[config.mk]
export PLATFORM = sky130hd
export DESIGN_NAME = sync_fifo_flat
export DESIGN_NICKNAME = d
export VERILOG_FILES = /design/src/rtl/sync_fifo_pkg.sv /design/src/rtl/sync_fifo_if.sv /design/src/rtl/sync_fifo_ctrl.sv /design/src/rtl/sync_fifo.sv /design/src/flat_wrapper.sv
export SDC_FILE = /design/constraint.sdc
export NUM_CORES = 1
export LEC_CHECK = 0
export ABC_CLOCK_PERIOD_IN_PS = 4300
export BUFFER_PORTS_ARGS = -buffer_cell sky130_fd_sc_hd__clkbuf_2
export CELL_PAD_IN_SITES_DETAIL_PLACEMENT = 1
export CELL_PAD_IN_SITES_GLOBAL_PLACEMENT = 1
export CORE_AREA = 2 2 110 112
export CTS_BUF_LIST = sky130_fd_sc_hd__clkbuf_16
export DETAILED_ROUTE_END_ITERATION = 16
export DIE_AREA = 0 0 112 114
export PLACE_DENSITY_LB_ADDON = 0.1
export SETUP_SLACK_MARGIN = 0.2
export SYNTH_ARGS = -nofsm -noshare
export SYNTH_HDL_FRONTEND = slang
export SYNTH_SLANG_ARGS = --single-unit
[constraint.sdc]
create_clock -name clk -period 4.3 [get_ports clk]
set_input_delay 0 -clock clk [delete_from_list [all_inputs] [get_ports clk]]
set_output_delay 0 -clock clk [all_outputs]
set_load 0.02 [all_outputs]
[src/rtl/sync_fifo_pkg.sv]
// Shared FIFO sizing defaults, derived widths and the data word type.
// Latency: n/a (declarations only).
// Backpressure: n/a.
package sync_fifo_pkg;

  localparam int FIFO_WIDTH_DEF = 16;
  localparam int FIFO_DEPTH_DEF = 8;
  localparam int PTR_W          = $clog2(FIFO_DEPTH_DEF);
  localparam int CNT_W          = PTR_W + 1;

  typedef logic [FIFO_WIDTH_DEF-1:0] fifo_word_t;

endpackage

[src/rtl/sync_fifo_if.sv]
// Request/response bundle between a FIFO user and the sync_fifo storage.
// Latency: n/a (wiring only).
// Backpressure: n/a; the user watches full/empty and the status strobes.
interface sync_fifo_if
  import sync_fifo_pkg::*;
#(
  parameter int WIDTH = FIFO_WIDTH_DEF
);

  logic [WIDTH-1:0] data_in;
  logic             wr_en;
  logic             rd_en;
  logic [WIDTH-1:0] data_out;
  logic             full;
  logic             almostfull;
  logic             empty;
  logic             almostempty;
  logic             wr_ack;
  logic             overflow;
  logic             underflow;

  // The user side drives requests and observes data, flags and status.
  modport master (
    output data_in, wr_en, rd_en,
    input  data_out, full, almostfull, empty, almostempty,
    input  wr_ack, overflow, underflow
  );

  // The FIFO side consumes requests and drives data, flags and status.
  modport slave (
    input  data_in, wr_en, rd_en,
    output data_out, full, almostfull, empty, almostempty,
    output wr_ack, overflow, underflow
  );

endinterface

[src/rtl/sync_fifo_ctrl.sv]
// Pointer/occupancy control: accept decisions, flag decode, per-request status.
// Latency: accepts are combinational; status strobes register one cycle later.
// Backpressure: writes refused while full, reads refused while empty.
module sync_fifo_ctrl
  import sync_fifo_pkg::*;
#(
  parameter int FIFO_DEPTH = FIFO_DEPTH_DEF,
  parameter int PTR_BITS   = $clog2(FIFO_DEPTH),
  parameter int CNT_BITS   = PTR_BITS + 1
) (
  input  logic                clk,
  input  logic                rst_n,
  input  logic                wr_en,
  input  logic                rd_en,
  output logic                wr_accept,
  output logic                rd_accept,
  output logic [PTR_BITS-1:0] wr_ptr,
  output logic [PTR_BITS-1:0] rd_ptr,
  output logic                full,
  output logic                almostfull,
  output logic                empty,
  output logic                almostempty,
  output logic                wr_ack,
  output logic                overflow,
  output logic                underflow
);

  logic [CNT_BITS-1:0] count;
  logic [CNT_BITS-1:0] count_nxt;

  // Flags are straight decodes of the occupancy count.
  assign full        = (count == CNT_BITS'(FIFO_DEPTH));
  assign almostfull  = (count == CNT_BITS'(FIFO_DEPTH - 1));
  assign empty       = (count == '0);
  assign almostempty = (count == CNT_BITS'(1));

  // A full FIFO still takes a read, so a simultaneous write is the one refused;
  // an empty FIFO still takes a write, so the simultaneous read is refused.
  assign wr_accept = wr_en && !full;
  assign rd_accept = rd_en && !empty;

  // Occupancy moves only when exactly one side is accepted.
  always_comb begin
    count_nxt = count;
    case ({wr_accept, rd_accept})
      2'b10:   count_nxt = count + CNT_BITS'(1);
      2'b01:   count_nxt = count - CNT_BITS'(1);
      default: count_nxt = count;
    endcase
  end

  // Pointers and count; pointers wrap naturally at the power-of-two depth.
  always_ff @(posedge clk or negedge rst_n) begin
    if (!rst_n) begin
      wr_ptr <= '0;
      rd_ptr <= '0;
      count  <= '0;
    end else begin
      if (wr_accept) wr_ptr <= wr_ptr + PTR_BITS'(1);
      if (rd_accept) rd_ptr <= rd_ptr + PTR_BITS'(1);
      count <= count_nxt;
    end
  end

  // Per-request status reflects what happened to last cycle's requests.
  always_ff @(posedge clk or negedge rst_n) begin
    if (!rst_n) begin
      wr_ack    <= 1'b0;
      overflow  <= 1'b0;
      underflow <= 1'b0;
    end else begin
      wr_ack    <= wr_accept;
      overflow  <= wr_en && full;
      underflow <= rd_en && empty;
    end
  end

endmodule

[src/rtl/sync_fifo.sv]
// Single-clock FIFO: storage array plus registered read data around the control block.
// Latency: read data appears the cycle after an accepted read; no write fall-through.
// Backpressure: full rejects writes (overflow), empty rejects reads (underflow).
module sync_fifo
  import sync_fifo_pkg::*;
#(
  parameter int FIFO_WIDTH = FIFO_WIDTH_DEF,
  parameter int FIFO_DEPTH = FIFO_DEPTH_DEF
) (
  input  logic        clk,
  input  logic        rst_n,
  sync_fifo_if.slave  bus
);

  localparam int PTR_BITS = $clog2(FIFO_DEPTH);

  logic [FIFO_WIDTH-1:0] mem [FIFO_DEPTH];
  logic [FIFO_WIDTH-1:0] data_out_q;
  logic                  wr_accept;
  logic                  rd_accept;
  logic [PTR_BITS-1:0]   wr_ptr;
  logic [PTR_BITS-1:0]   rd_ptr;

  sync_fifo_ctrl #(
    .FIFO_DEPTH (FIFO_DEPTH)
  ) u_ctrl (
    .clk         (clk),
    .rst_n       (rst_n),
    .wr_en       (bus.wr_en),
    .rd_en       (bus.rd_en),
    .wr_accept   (wr_accept),
    .rd_accept   (rd_accept),
    .wr_ptr      (wr_ptr),
    .rd_ptr      (rd_ptr),
    .full        (bus.full),
    .almostfull  (bus.almostfull),
    .empty       (bus.empty),
    .almostempty (bus.almostempty),
    .wr_ack      (bus.wr_ack),
    .overflow    (bus.overflow),
    .underflow   (bus.underflow)
  );

  // Storage is not reset; only accepted writes land in the array.
  always_ff @(posedge clk) begin
    if (wr_accept) mem[wr_ptr] <= bus.data_in;
  end

  // Read register samples the pre-edge array, so a same-cycle write is never returned.
  always_ff @(posedge clk or negedge rst_n) begin
    if (!rst_n)         data_out_q <= '0;
    else if (rd_accept) data_out_q <= mem[rd_ptr];
  end

  assign bus.data_out = data_out_q;

endmodule

[src/flat_wrapper.sv]
// flat-port wrapper written by rule: the top's interface ports become plain ports
module sync_fifo_flat import sync_fifo_pkg::*;
#(
  parameter int FIFO_WIDTH = FIFO_WIDTH_DEF,
  parameter int FIFO_DEPTH = FIFO_DEPTH_DEF
)
  (clk, rst_n, bus_data_in, bus_wr_en, bus_rd_en, bus_data_out, bus_full, bus_almostfull, bus_empty, bus_almostempty, bus_wr_ack, bus_overflow, bus_underflow);
  sync_fifo_if #(.WIDTH((FIFO_WIDTH_DEF))) bus_i ();
  input  logic clk;
  input  logic rst_n;
  input wire logic [$bits(bus_i.data_in)-1:0] bus_data_in;
  input wire logic [$bits(bus_i.wr_en)-1:0] bus_wr_en;
  input wire logic [$bits(bus_i.rd_en)-1:0] bus_rd_en;
  output wire logic [$bits(bus_i.data_out)-1:0] bus_data_out;
  output wire logic [$bits(bus_i.full)-1:0] bus_full;
  output wire logic [$bits(bus_i.almostfull)-1:0] bus_almostfull;
  output wire logic [$bits(bus_i.empty)-1:0] bus_empty;
  output wire logic [$bits(bus_i.almostempty)-1:0] bus_almostempty;
  output wire logic [$bits(bus_i.wr_ack)-1:0] bus_wr_ack;
  output wire logic [$bits(bus_i.overflow)-1:0] bus_overflow;
  output wire logic [$bits(bus_i.underflow)-1:0] bus_underflow;
  assign bus_i.data_in = bus_data_in;
  assign bus_i.wr_en = bus_wr_en;
  assign bus_i.rd_en = bus_rd_en;
  assign bus_data_out = bus_i.data_out;
  assign bus_full = bus_i.full;
  assign bus_almostfull = bus_i.almostfull;
  assign bus_empty = bus_i.empty;
  assign bus_almostempty = bus_i.almostempty;
  assign bus_wr_ack = bus_i.wr_ack;
  assign bus_overflow = bus_i.overflow;
  assign bus_underflow = bus_i.underflow;
  sync_fifo #(.FIFO_WIDTH(FIFO_WIDTH), .FIFO_DEPTH(FIFO_DEPTH)) u_core (.clk(clk), .rst_n(rst_n), .bus(bus_i));
endmodule
==> results.yml, run 1 <==
sta:
  skew_ns: 0.01427
  timing.fmax_mhz: 398.9
  fin_tns_setup_ns: 0
  finalCritPeriodShare_pct: 58.30
  final_hold_viol_count: 0
  grt_setup_unrepaired: "false"
  finalSetupViolCount: 0
  period_minus_slack_ns: 2.507
  finalMaxSlewViolations: 0
  max_slew.worst_pin.slew_ns: 1.096
  slew-limit-headroom_pct: 26.91
yosys:
  yosys.cell_types.count: 32
  ys.flop_type: "edfxtp_1"
  synthCells: 360
  yosys_warnings: 0
  synth_area_per_cell_um2: 17.48
  synth-seq-area-share_pct: 72.60
  ys_ff_latch: 157
  async_flop_share_pct: 18.47
  synthesis.area_um2: 6294
  syn_nets: 386
  synth-edff-count: 128
global_routing:
  grtUsageTotal_pct: 22.80
  grt_start_max_net_pins: 41
  grt_pass1_wl_mm: 21.04
  grt_pass1_vias: 3655
  antenna_found_initial: 0
  overflow: 0
clocking:
  cts_root_buf: "clkbuf_16"
  cts_max_level: 4
  clockBufferDepth: 2
  insertion_delay_ns: 0.43
  post_cts_buffers: 0
  cts_tree: "built"
  clk_pin_slew_ns: 0.07
  clock-sinks: 157
  numCtsBuffers: 17
power:
  p_per_area_nw_per_um2: 696.9
  vdd_drop_max_uv: 323.1
  total_power_mw: 5.179
  p_leak_nw: 2.760
min_path:
  hold_class: "primary input to async pin"
worst_setup_path:
  cp-start-kind: "flop"
  endpoint_kind: "flop"
  critPathKind: "flop to flop"
  r2r_cells: 10
  rrSetupSlack_ns: 1.79
  cp_data_required_time_ns: 4.64
  cp_max_fo: 20
  crit_arrival_ns: 2.85
final_layout:
  fin_util_pct: 63.45
  num_antenna_cells: 0
  areaGrowthSynthToFinish_pct: 18.07
  fin_nets: 461
  n_fill_cell: 1049
  final_area_um2: 7431
  drive_above_1_share_pct: 29.46
route:
  route.detailed.drc: 0
  viasPerCell: 5.745
  antenna_left: 0
  num_vias: 3418
  drtPass1Iterations: 4
  wl_per_cell_um: 22.98
  drt_iter0_drc: 132
  wl_mm: 13.68
placed_design:
  portBuffers: 42
  dp_hpwl_mm: 7.719
  place_congestion: 0.6915
  placed_area_um2: 6668
floorplan:
  start_util_pct: 53.74
  num_rows: 40
  ioPinCount: 43
  fp.dieW_um: 112
  dieArea_um2: 12770
  coreArea_um2: 11710
  die_height_um: 114
flow_run:
  cap_violations: 0
run_status:
  status: "finished, final reports clean"
-- worst max-delay path: stages (launching register included) --
cell	delay (ns)
dfrtp_1	0.46
inv_1	0.07
ha_1	0.23
nor3b_2	0.17
buf_4	0.22
nand2b_1	0.19
inv_1	0.06
ha_1	0.24
or4b_1	0.47
a21oi_2	0.17
xor2_1	0.16
-- cells in the mapped netlist (7+ instances only) --
library cell / number / area [um2]
a22o_1: 16 / 140.1
buf_2: 7 / 35.03
dfrtp_1: 29 / 725.7
edfxtp_1: 128 / 3844
mux2_1: 10 / 112.6
mux2_2: 24 / 270.3
mux2i_1: 33 / 330.3
nor2_1: 9 / 33.78
o21ai_0: 11 / 55.05
o22ai_1: 16 / 100.1
o31ai_2: 16 / 200.2
-- metrics by stage --
step                hold WS [ns]  worst slack, ns  std cells
CTS                       0.2099            1.792        595
detailed placement        0.1542            1.815        544
global route              0.2513            1.667        595
floorplan                -0.2956            1.774        360
finish                    0.1915            1.793        595
global placement          0.1386            1.949        544
-- registers in the layout, indices dropped and copies added (netlist names) --
signal / flops
u_core.u_ctrl.overflow: 1
u_core.bus.data_out: 16
u_core.u_ctrl.wr_ack: 1
u_core.mem: 128
u_core.u_ctrl.wr_ptr: 3
u_core.u_ctrl.count: 4
u_core.u_ctrl.underflow: 1
u_core.u_ctrl.rd_ptr: 3
-- routing by layer --
metal  vias to the layer above  routed length (um)  GRT usage [%]
met3                        21                 387          5.898
met1                      1770                5688          26.39
li1                       1565                   -              -
met4                         0                 246          8.699
met5                         -                   0              0
met2                        62                7353          41.01
-- cells in the final DEF (no fill, tap or decap), drive strengths merged, types with 5 or more instances in the layout --
master | netlist | final
nor2 | 9 | 9
mux2i | 33 | 33
edfxtp | 128 | 128
o31ai | 16 | 16
clkinv | 0 | 5
mux2 | 34 | 34
inv | 6 | 10
dlygate4sd3 | 0 | 19
nand2 | 5 | 5
buf | 15 | 13
dfrtp | 29 | 29
a22o | 16 | 16
ha | 6 | 6
o22ai | 16 | 16
o21ai | 17 | 17
clkbuf | 3 | 59
xnor2 | 6 | 6
-- final cells by class --
type	count	area, um2	area share, %
Clock inverter	15	147.6	1.987
Timing Repair Buffer	74	498.0	6.701
Clock buffer	17	425.4	5.725
Sequential cell	157	4571	61.51
Inverter	6	22.52	0.3031
Tap cell	147	183.9	2.475
Multi-Input combinational cell	179	1583	21.30
-- cell families (layout without fill, tap and decap cells) --
| logic type | count (synthesis) | after routing | share of synthesized area, % |
|---|---|---|---|
| buf+inv | 24 | 112 | 2.525 |
| compound gates | 66 | 66 | 8.489 |
| simple gates | 32 | 32 | 2.743 |
| mux | 67 | 67 | 11.33 |
| fa+ha+maj | 6 | 6 | 1.193 |
| flops | 157 | 157 | 72.60 |
| xor+xnor | 8 | 8 | 1.113 |
-- final timing paths --
kind / endpoint / from
max in group asynchronous: u_core.u_ctrl.rd_ptr[0] / rst_n
worst max-delay path: u_core.u_ctrl.count[3] / u_core.u_ctrl.count[0]
worst min register to register: u_core.bus.data_out[9] / u_core.bus.data_out[9]
min in group clk: u_core.mem[1][4] / bus_data_in[4]
worst min-delay path: u_core.bus.data_out[1] / rst_n
worst max register to register: u_core.u_ctrl.count[3] / u_core.u_ctrl.count[0]
-- power by group --
group | switching [mW] | internal [mW] | leakage, nW
combinational | 0.861 | 0.642 | 0.976
sequential | 0.257 | 1.97 | 1.51
clock | 0.596 | 0.851 | 0.275
total | 1.71 | 3.47 | 2.76
-- what timing repair did --
| action | CTS | global route |
|---|---|---|
| endpoints found under the hold margin | 163 | 0 |
| hold buffers | 19 | 0 |
| resized for setup | 0 | 0 |
Note: power is estimated with default switching activity, not from simulation.
==> inputs of run 2 (changes only) <==
ABC_CLOCK_PERIOD_IN_PS = 2600   (was 4300)
CORE_AREA = 2 2 115 117   (was 2 2 110 112)
DIE_AREA = 0 0 117 119   (was 0 0 112 114)
clock period = 2.6 ns   (was 4.3 ns; I/O delays follow)
==> run 2 against run 1 <==
Effect of this change:
- count of clock-buffer cells in the layout unchanged
- cell count up 6.2%
- non-clock buffer count up 8
- first-iteration DRC count rose by 37%
- sequential power up 61%
- highest routed layer unchanged
==> results.yml, run 2 (same netlist as run 1, synthesis figures left out) <==
route:
  num_vias: 3463
  antenna_left: 0
  viasPerCell: 5.479
  drtPass1Iterations: 4
  wl_mm: 14.13
  route.detailed.drc: 0
  wl_per_cell_um: 22.35
  drt_iter0_drc: 181
sta:
  hold_ws_ns: 0.2250
  max_slew.worst_pin.slew_ns: 0.8834
  layout_setup_ws_ns: 0.3827
  skew_ns: 0.007490
  fin_tns_setup_ns: 0
  grt_setup_unrepaired: "false"
  finalMaxSlewViolations: 0
  finalSetupViolCount: 0
  final_hold_viol_count: 0
  timing.fmax_mhz: 451.0
  period_minus_slack_ns: 2.217
  finalCritPeriodShare_pct: 85.28
  slew-limit-headroom_pct: 41.10
floorplan:
  fp.dieW_um: 117
  num_rows: 42
  die_height_um: 119
  dieArea_um2: 13920
  start_util_pct: 48.88
  ioPinCount: 43
  coreArea_um2: 12870
final_layout:
  mostFrequentLayoutCells: "128 x edfxtp_1, 42 x clkbuf_2, 33 x mux2i_1, 27 x dfrtp_1, 24 x mux2_2"
  num_antenna_cells: 0
  regMostFlops: "u_core.mem"
  layout_commonest_cell: "edfxtp_1"
  areaGrowthSynthToFinish_pct: 19.84
  fin_nets: 469
  stdcell_count: 632
  final_area_um2: 7542
  drive_above_1_share_pct: 30.48
  fin_util_pct: 58.58
  n_fill_cell: 1191
  largest_register_ffs: 128
worst_setup_path:
  cp-start-kind: "flop"
  path_buf_inv: 2
  crit_top_cell: "inv_1"
  cp_data_required_time_ns: 2.94
  critPathKind: "flop to flop"
  crit_slowest_cell: "or4b_1"
  slowest_delay_ns: 0.48
  r2r_start: "u_core.u_ctrl.count[1]"
  cp_max_fo: 5
  endpoint_kind: "flop"
  cp_top_family: "simple AND/OR/NAND/NOR gates"
  cp_cell_sequence: "inv_1, ha_1, nor3b_2, nand2b_1, inv_1, ha_2, or4b_1, a21oi_2, xor2_1"
  crit_arrival_ns: 2.56
  startpoint: "u_core.u_ctrl.count[1]"
placed_design:
  place_congestion: 0.6860
  placed_area_um2: 6779
  place_inst: 580
  dp_hpwl_mm: 8.408
  portBuffers: 42
  place_ws_ns: 0.3163
min_path:
  hold_class: "primary input to async pin"
power:
  total_power_mw: 8.635
  p_leak_nw: 2.809
  p_per_area_nw_per_um2: 1145
  vdd_drop_max_uv: 531.9
clocking:
  cts_root_buf: "clkbuf_16"
  clock-sinks: 157
  numCtsBuffers: 17
  insertion_delay_ns: 0.42
  cts_tree: "built"
  cts_max_level: 4
  clockBufferDepth: 2
  clk_pin_slew_ns: 0.06
global_routing:
  grt_start_max_net_pins: 30
  antenna_found_initial: 0
  grt_pass1_vias: 3815
  overflow: 0
  grtUsageTotal_pct: 21.92
  grt_pass1_wl_mm: 21.65
flow_run:
  cap_violations: 0
run_status:
  status: "finished, final reports clean"
run 2: final timing paths:
path	slack, ns	depth (start not counted)	to
worst max-delay path	0.38	9	u_core.u_ctrl.count[3]
worst min-delay path	0.22	2	u_core.u_ctrl.wr_ack
worst max register to register	0.38	9	u_core.u_ctrl.count[3]
worst min register to register	0.51	2	u_core.bus.data_out[6]
max in group asynchronous	1.76	2	u_core.u_ctrl.rd_ptr[0]
min in group clk	0.39	2	u_core.mem[6][4]
run 2: layer usage:
| metal | up-vias | GRT usage (%) | routed length [um] |
|---|---|---|---|
| li1 | 1584 | - | - |
| met1 | 1796 | 27.44 | 5984 |
| met2 | 61 | 37.46 | 7519 |
| met3 | 22 | 4.377 | 351 |
| met4 | 0 | 8.088 | 269 |
| met5 | - | 0 | 0 |
run 2: timing repair:
action	in CTS	in global routing
hold endpoints to repair	162	0
buffers inserted	0	1
setup endpoints to repair	0	1
hold buffers	19	0
gates resized for setup	0	3
run 2: power by group:
part           internal, mW  switching (mW)
registers              3.26           0.313
logic                  1.14            1.57
clock network          1.39           0.954
run 2: cell type report:
type	instances	area (um2)	share of cell area, %
flip-flops and latches	157	4572	60.62
multi-input cells	179	1585	21.02
repair buffers	82	583.1	7.731
clock buffers	17	425.4	5.640
well taps	176	220.2	2.920
clock inverters	15	133.9	1.775
inverters	6	22.52	0.2986
==> inputs of run 3 (changes only) <==
==> constraint.sdc (replaced) <==
create_clock -name clk -period 2.6 [get_ports clk]
set_input_delay 0.26 -clock clk [delete_from_list [all_inputs] [get_ports clk]]
set_output_delay 0.26 -clock clk [all_outputs]
set_load 0.02 [all_outputs]
==> run 3 against run 2 <==
Effect of this change:
- worst setup slack barely moved
- clock skew barely moved
- routed wire length fell by 0.91%
- power fell by 0.27%
- sequential share of layout area rose by 1.5 points
- sequential power barely moved
- non-clock buffer count fell by 18
- cell count fell by 2.8%
- clock power barely moved
- highest routed layer unchanged
==> results.yml, run 3 (same netlist as run 1, synthesis figures left out) <==
route:
  route.detailed.drc: 0
  num_vias: 3428
  drt_iter0_drc: 182
  antenna_left: 0
  drtPass1Iterations: 4
  wl_per_cell_um: 22.80
  viasPerCell: 5.583
  wl_mm: 14.00
floorplan:
  dieArea_um2: 13920
  coreArea_um2: 12870
  fp.dieW_um: 117
  ioPinCount: 43
  start_util_pct: 48.88
  num_rows: 42
  die_height_um: 119
clocking:
  clk_pin_slew_ns: 0.06
  insertion_delay_ns: 0.42
  cts_tree: "built"
  cts_max_level: 4
  clockBufferDepth: 2
  cts_root_buf: "clkbuf_16"
  numCtsBuffers: 17
  clock-sinks: 157
final_layout:
  areaGrowthSynthToFinish_pct: 16.98
  num_antenna_cells: 0
  regMostFlops: "u_core.mem"
  mostFrequentLayoutCells: "128 x edfxtp_1, 42 x clkbuf_2, 33 x mux2i_1, 27 x dfrtp_1, 24 x mux2_2"
  layout_commonest_cell: "edfxtp_1"
  stdcell_count: 614
  largest_register_ffs: 128
  drive_above_1_share_pct: 31.74
  fin_nets: 451
worst_setup_path:
  cp-start-kind: "flop"
  cp_data_required_time_ns: 2.94
  endpoint_kind: "flop"
  crit_arrival_ns: 2.56
  cp_max_fo: 5
  critPathKind: "flop to flop"
global_routing:
  grt_pass1_wl_mm: 21.38
  grt_pass1_vias: 3748
  grt_start_max_net_pins: 30
  grtUsageTotal_pct: 21.72
  antenna_found_initial: 0
  overflow: 0
sta:
  max_slew.worst_pin.slew_ns: 0.8775
  finalCritPeriodShare_pct: 85.28
  finalMaxSlewViolations: 0
  skew_ns: 0.007094
  period_minus_slack_ns: 2.217
  final_hold_viol_count: 0
  fin_tns_setup_ns: 0
  timing.fmax_mhz: 451.0
  slew-limit-headroom_pct: 41.50
  finalSetupViolCount: 0
  grt_setup_unrepaired: "false"
run_status:
  status: "finished, final reports clean"
flow_run:
  cap_violations: 0
placed_design:
  place_congestion: 0.6860
  portBuffers: 42
  dp_hpwl_mm: 8.408
  place_inst: 580
power:
  vdd_drop_max_uv: 537.3
  p_leak_nw: 2.734
  p_per_area_nw_per_um2: 1170
min_path:
  hold_class: "primary input to flop"
-- run 3: changes by cell type in the layout (fill, tap and decap cells not counted), sizes merged --
cell,previous run,this run
dlygate4sd3,19,1
-- run 3: final timing paths --
| kind | startpoint | endpoint | slack (ns) | cells after the start |
|---|---|---|---|---|
| min in group asynchronous | rst_n | u_core.u_ctrl.wr_ack | 0.49 | 2 |
| worst min register to register | u_core.bus.data_out[6] | u_core.bus.data_out[6] | 0.51 | 2 |
| worst max register to register | u_core.u_ctrl.count[1] | u_core.u_ctrl.count[3] | 0.38 | 9 |
| worst min-delay path | bus_data_in[4] | u_core.mem[6][4] | 0.11 | 1 |
| max in group asynchronous | rst_n | u_core.u_ctrl.rd_ptr[0] | 1.50 | 2 |
| worst max-delay path | u_core.u_ctrl.count[1] | u_core.u_ctrl.count[3] | 0.38 | 9 |
-- run 3: worst max-delay path, stage by stage (launching register included) --
cell      delay (ns)
dfrtp_1         0.41
inv_1           0.09
ha_1            0.21
nor3b_2         0.17
nand2b_1        0.17
inv_1           0.08
ha_2            0.22
or4b_1          0.48
a21oi_2         0.17
xor2_1          0.15
-- run 3: layer usage --
layer | track usage [%] | share of wire [%]
met1 | 27.26 | 43
met2 | 36.96 | 53
met3 | 4.427 | 2.4
met4 | 8.088 | 1.9
met5 | 0 | 0
-- run 3: cell type report --
class / instances / area, um2
fill: 1195 / 5513
tap: 176 / 220.2
inverter: 6 / 22.52
clock inverter: 15 / 133.9
multi-input combinational: 179 / 1585
clock buffer: 17 / 425.4
timing repair buffer: 64 / 402.9
sequential: 157 / 4572
-- run 3: power by group --
| group | total [mW] | switching, mW | internal [mW] | leakage [nW] |
|---|---|---|---|---|
| clock | 2.34 | 0.952 | 1.39 | 0.278 |
| sequential | 3.58 | 0.314 | 3.26 | 1.51 |
| combinational | 2.69 | 1.57 | 1.12 | 0.947 |
| total | 8.61 | 2.83 | 5.78 | 2.73 |
-- run 3: what timing repair did --
action	CTS	global route
endpoints found under the setup margin	0	1
hold buffers	1	0
resized for setup	0	3
endpoints found under the hold margin	29	0
setup buffers	0	1
-- run 3: metrics by stage --
step / worst slack, ns / utilization, % / hold WS [ns] / instance area [um2] / power, mW
floorplan: 0.2654 / - / -0.03559 / 6304 / 5.460
global placement: 0.4723 / 52.65 / 0.3998 / 6779 / 6.206
detailed placement: 0.3163 / 52.65 / 0.4268 / 6779 / 6.323
CTS: 0.2655 / 57.07 / 0.1051 / 7348 / 8.693
global route: 0.2252 / 57.18 / 0.1230 / 7362 / 9.030
finish: 0.3828 / 57.18 / 0.1112 / 7362 / 8.611
